$ cat src/rtl/nes_pad_reader.sv
// NES controller poller: latches the pad, clocks out 8 serial bits, commits them to buttons.
// Optional macro NES_PAD_DEBOUNCE_EN: commit only when two consecutive frames agree.
module nes_pad_reader #(
    parameter int HALF_PERIOD = 150
) (
    input  logic       clk25,
    input  logic       reset,
    input  logic       poll,
    input  logic       nes_data,
    output logic       nes_latch,
    output logic       nes_clk,
    output logic [7:0] buttons,
    output logic [7:0] pressed,
    output logic       valid,
    output logic       busy
);
    // state    | meaning
    // IDLE     | waiting for poll
    // LATCH    | nes_latch high for two half periods
    // SETTLE   | latch released, bit 0 sampled on last cycle
    // PULSE_HI | nes_clk high, pad shifts next bit
    // PULSE_LO | nes_clk low, bit pair_cnt sampled on last cycle
    // COMMIT   | shifted frame moved to buttons
    typedef enum logic [2:0] {IDLE, LATCH, SETTLE, PULSE_HI, PULSE_LO, COMMIT} state_t;

    localparam logic [9:0] RELOAD = 10'(HALF_PERIOD - 1);

    state_t     state, state_next;
    logic [9:0] cnt;
    logic [2:0] pair_cnt;
    logic [7:0] shift_reg;
    logic [1:0] sync_q;
    logic       tc;
    logic       commit_ok;
    logic       latch_d, clk_d;

    assign tc   = (cnt == 10'd0);
    assign busy = (state != IDLE);

    always_ff @(posedge clk25 or negedge reset) begin
        if (!reset) begin
            state     <= IDLE;
            nes_latch <= 1'b0;
            nes_clk   <= 1'b0;
        end else begin
            state     <= state_next;
            nes_latch <= latch_d;
            nes_clk   <= clk_d;
        end
    end

    always_comb begin
        state_next = state;
        case (state)
            IDLE:     if (poll) state_next = LATCH;
            LATCH:    if (tc && pair_cnt == 3'd1) state_next = SETTLE;
            SETTLE:   if (tc) state_next = PULSE_HI;
            PULSE_HI: if (tc) state_next = PULSE_LO;
            PULSE_LO: if (tc) state_next = (pair_cnt == 3'd7) ? COMMIT : PULSE_HI;
            COMMIT:   state_next = IDLE;
            default:  state_next = IDLE;
        endcase
    end

    // Strobes decoded from the next state so the registered pins track the state exactly.
    always_comb begin
        latch_d = (state_next == LATCH);
        clk_d   = (state_next == PULSE_HI);
    end

    always_ff @(posedge clk25 or negedge reset) begin
        if (!reset) sync_q <= 2'b00;
        else        sync_q <= {sync_q[0], nes_data};
    end

`ifdef NES_PAD_DEBOUNCE_EN
    logic [7:0] raw_frame;

    always_ff @(posedge clk25 or negedge reset) begin
        if (!reset)               raw_frame <= 8'h00;
        else if (state == COMMIT) raw_frame <= shift_reg;
    end

    assign commit_ok = (shift_reg == raw_frame);
`else
    assign commit_ok = 1'b1;
`endif

    // LATCH spans two half periods, using pair_cnt 0 -> 1 to fit the 10-bit timer.
    always_ff @(posedge clk25 or negedge reset) begin
        if (!reset) begin
            cnt       <= 10'd0;
            pair_cnt  <= 3'd0;
            shift_reg <= 8'h00;
            buttons   <= 8'h00;
            pressed   <= 8'h00;
            valid     <= 1'b0;
        end else begin
            pressed <= 8'h00;
            valid   <= 1'b0;
            case (state)
                IDLE: begin
                    if (poll) begin
                        cnt      <= RELOAD;
                        pair_cnt <= 3'd0;
                    end
                end
                LATCH: begin
                    if (tc) begin
                        cnt      <= RELOAD;
                        pair_cnt <= 3'd1;
                    end else begin
                        cnt <= cnt - 10'd1;
                    end
                end
                SETTLE: begin
                    if (tc) begin
                        cnt          <= RELOAD;
                        shift_reg[0] <= ~sync_q[1];
                    end else begin
                        cnt <= cnt - 10'd1;
                    end
                end
                PULSE_HI: begin
                    if (tc) cnt <= RELOAD;
                    else    cnt <= cnt - 10'd1;
                end
                PULSE_LO: begin
                    if (tc) begin
                        shift_reg[pair_cnt] <= ~sync_q[1];
                        pair_cnt            <= pair_cnt + 3'd1;
                        cnt                 <= (pair_cnt == 3'd7) ? 10'd0 : RELOAD;
                    end else begin
                        cnt <= cnt - 10'd1;
                    end
                end
                COMMIT: begin
                    cnt      <= 10'd0;
                    pair_cnt <= 3'd0;
                    if (commit_ok) begin
                        buttons <= shift_reg;
                        pressed <= shift_reg & ~buttons;
                        valid   <= 1'b1;
                    end
                end
                default: cnt <= 10'd0;
            endcase
        end
    end
endmodule

$ cat config.mk
export PLATFORM = sky130hd
export DESIGN_NAME = nes_pad_reader
export DESIGN_NICKNAME = d
export VERILOG_FILES = /design/src/rtl/nes_pad_reader.sv
export SDC_FILE = /design/constraint.sdc
export NUM_CORES = 1
export LEC_CHECK = 0
export BUFFER_PORTS_ARGS = -buffer_cell sky130_fd_sc_hd__buf_2
export CORE_AREA = 8 8 75 70
export CTS_CLUSTER_SIZE = 12
export DETAILED_ROUTE_END_ITERATION = 8
export DIE_AREA = 0 0 83 78
export GPL_TIMING_DRIVEN = 0
export PLACE_DENSITY = 0.76
export REMOVE_ABC_BUFFERS = 1
export SYNTH_ARGS = -nofsm -noshare
export SYNTH_HDL_FRONTEND = slang
export SYNTH_SLANG_ARGS = --single-unit
$ cat constraint.sdc
create_clock -name clk25 -period 2.57 [get_ports clk25]
set_input_delay 0.6425 -clock clk25 [delete_from_list [all_inputs] [get_ports clk25]]
set_output_delay 0.6425 -clock clk25 [all_outputs]
set_load 0.05 [all_outputs]
==> reports/results.txt <==
In this run the tool buffered the top-level ports with 23 buffer cells. Worst max-slew margin expressed relative to the limit: 0.344. The tools report the pin count of the biggest net entering global routing as 46. For the post-route DRC violation count, the log shows 0.

In the layout the commonest cells are dfrtp_1 (45), nand2_1 (29), buf_2 (23). Power per unit of standard cell area: 504 nW/um^2. The detailed router's first-iteration violation count is 118, and the warning count from the yosys run is 0. The repair_antennas step left the layout with diodes totalling 0.

TritonCTS built the clock tree. STA classifies the critical path endpoint as a flip-flop. After synthesis the netlist holds a flip-flop and latch count of 45. The number of max-slew violations in the final report is 0, and the transition at the pin with the smallest max-transition slack is 0.984 ns.

Via count of the first global-routing pass: 1629. The ratio of final minimum period to clock period came out at 0.941. In this run the deepest clock path goes through 2 buffers. The class of the tightest hold or removal check was reg -> reg. In this run the core area contains 22 standard-cell rows.

The leakage power summed over all cells was 1.21 nW; the post-detailed-routing wire length was 4.12 mm. Across the VDD grid, the largest voltage drop is 0.343 mV. Setup repair after global routing left no endpoint under its margin. The terminus of the critical flop-to-flop path is cnt[5]. The post-synthesis cell count was 220.

Worst path arrival time: 2.58 ns. The share of layout cells above drive strength 1 is 0.193. More flip-flops sit in one register than any other, and that register is cnt. The final layout contains 252 nets. The number of flip-flops in the largest register works out to 10. The cell sitting at the root of the clock tree is a clkbuf_8.

The die span in x came out at 83 um. The initial core utilization came out at 0.545. The pre-antenna-repair detailed-routing pass consisted of 4 iterations. The commonest non-fill, non-tap cell in the layout is dfrtp_1.

The vertical die dimension was 78 um. The detail route stage leaves a number of antenna-violating nets equal to 0. End of the worst hold path: sync_q[1].

The highest clock rate came out at 0.413 GHz. The tools report the required arrival time at the worst endpoint as 2.73 ns. Dividing the detail-routed wire length by the instance count gives 14.1 um. The count of final setup violators is 0, and the number of clock sinks seen by CTS is 45. The number of vias per cell is 5.65, and the time the worst path needs with I/O delays and setup is 2.42 ns. The I/O pin count is 24.

The total negative slack for setup checks was 0 ns. The initial antenna violation count is 0. STA classifies the critical path startpoint as a flip-flop. The congestion estimate from routability-driven global placement came to 0.838. The worst hold path was traced through 0 stages. Synthesized area divided by synthesized cell count: 9.89 um^2. The die covers 6470 um^2.

Number of clock buffers inserted by TritonCTS: 5. The run gives 0 as the number of hold-slack violations in the final timing report. The count of max-cap constraint violations is 0, and the via total after detailed routing is 1650. The HPWL after detailed placement is 2.81 mm. The clock tree synthesis step divided the H-tree into 2 levels. The all-layer global routing usage is 0.133, and the global-route wire length before repair is 7.11 mm. The portion of the post-synthesis area used by sequential elements is 0.518, and the power consumption is 1.23 mW.

For the worst flop-to-flop path, the logic depth is 8. Global routing finished with a remaining overflow of 0. The logs give 0.29 ns for the worst-skew pair later-pin latency and 2180 um^2 for the cell area after synthesis. The clock-pin slew reported for the worst setup and hold paths after clock tree synthesis came out at 0.08 ns. The launch instance of the worst min-delay path was sync_q[0]. The minimum setup slack among reg-to-reg paths was 0.15 ns.

In this run, distinct cell masters in the synthesized netlist total 46. The critical path is of the reg -> reg type. Clock skew on the completed layout was measured at 0.00350 ns. The tools report the startpoint of the most critical register-to-register path as cnt[0]. The run finished with clean final reports.

Fill cells in the final layout number 318. For the placeable core region, the log shows 3990 um^2. Along the worst path, the maximum fanout reaches 5.

The area overhead of the layout relative to synthesis is 12.5%.
## cell families after synthesis
logic type,Yosys count,share of synthesized area
muxes,4,0.0184
adders and majority gates,4,0.0230
buffers and inverters,24,0.0414
AOI/OAI and AO/OA,46,0.140
and+or+nand+nor,93,0.244
xor gates and xnor gates,4,0.0161
DFF,45,0.518
## metrics by stage
stage | worst slack, ns | cells | hold slack (ns) | util | cell area, um^2
after floorplan | 0.501 | 211 | 0.331 | - | 2140
after global placement | 0.170 | 282 | 0.333 | 0.581 | 2320
after detailed placement | 0.141 | 282 | 0.360 | 0.581 | 2320
after CTS | 0.110 | 289 | 0.378 | 0.607 | 2420
after global routing | 0.0208 | 292 | 0.378 | 0.613 | 2450
final | 0.151 | 292 | 0.370 | 0.613 | 2450
## critical path, cell delays in order, from the launching register on
cell,delay (ns)
dfrtp_1,0.42
inv_1,0.10
ha_1,0.23
or4b_1,0.61
nor3_4,0.22
buf_4,0.16
o21ai_2,0.05
a32oi_1,0.39
nor2_1,0.11
## cells in the mapped netlist, drive strengths merged
master    n  share of area
a211o     1         0.0040
a211oi    1         0.0057
a21o      2         0.0075
a21oi     6          0.014
a221o     1         0.0046
a22o      1         0.0040
a31o      1         0.0040
a31oi     3         0.0086
a32oi     2         0.0081
and2      1         0.0029
clkbuf    9          0.016
dfrtp    45           0.52
ha        4          0.023
inv      15          0.026
mux2i     4          0.018
nand2    29          0.050
nand2b    4          0.011
nand3     9          0.023
nand3b    1         0.0052
nand4     3         0.0086
nor2     13          0.022
nor2b     4          0.011
nor3     14          0.037
nor3b     4          0.014
nor4      4          0.025
nor4b     2          0.011
nor4bb    1         0.0046
o2111ai   1         0.0040
o21a      1         0.0035
o21ai    20          0.048
o21ba     1         0.0046
o31ai     2         0.0069
o32a      1         0.0046
o41ai     2         0.0081
or2       1         0.0029
or3b      1         0.0040
or4       1         0.0052
or4b      1         0.0046
xnor2     2         0.0081
xor2      2         0.0081
## worst max-delay path by stage
stage | to | from | depth (start not counted)
5_1_grt | cnt[2] | cnt[0] | 7
3_5_place_dp | cnt[5] | cnt[0] | 7
3_3_place_gp | cnt[5] | cnt[0] | 7
2_1_floorplan | nes_latch | cnt[0] | 7
6_report | cnt[5] | cnt[0] | 8
4_1_cts | cnt[5] | cnt[0] | 7
## what timing repair did
action                                 in CTS  in global routing
hold buffers                                0                  0
endpoints found under the hold margin       0                  0
buffers inserted                            0                  3
gates resized for setup                     0                  1
setup endpoints to repair                   0                  3
## layer usage
| metal | part of all wire | track usage | vias up | routed length [um] |
|---|---|---|---|---|
| li1 | - | - | 819 | - |
| met1 | 0.46 | 0.154 | 793 | 1890 |
| met2 | 0.48 | 0.213 | 34 | 1970 |
| met3 | 0.055 | 0.0564 | 4 | 225 |
| met4 | 0.0075 | 0.0526 | 0 | 31 |
| met5 | 0 | 0 | - | 0 |
## final cells by class
cell class                 count  area, um^2  area share
inverter                      15        56.3      0.0230
clock buffer                   5        68.8      0.0281
clock inverter                 2        35.0      0.0143
multi-input combinational    151         965       0.394
tap                           48        60.1      0.0245
timing repair buffer          26         138      0.0562
sequential                    45        1130       0.460
## power by group
part	switching, mW	total, mW	internal (mW)	leakage [nW]
logic	0.0153	0.0172	0.00199	0.562
registers	0.00223	0.711	0.709	0.589
clock network	0.222	0.505	0.282	0.0540
total	0.240	1.23	0.993	1.21
Note: power is estimated with default switching activity, not from simulation.
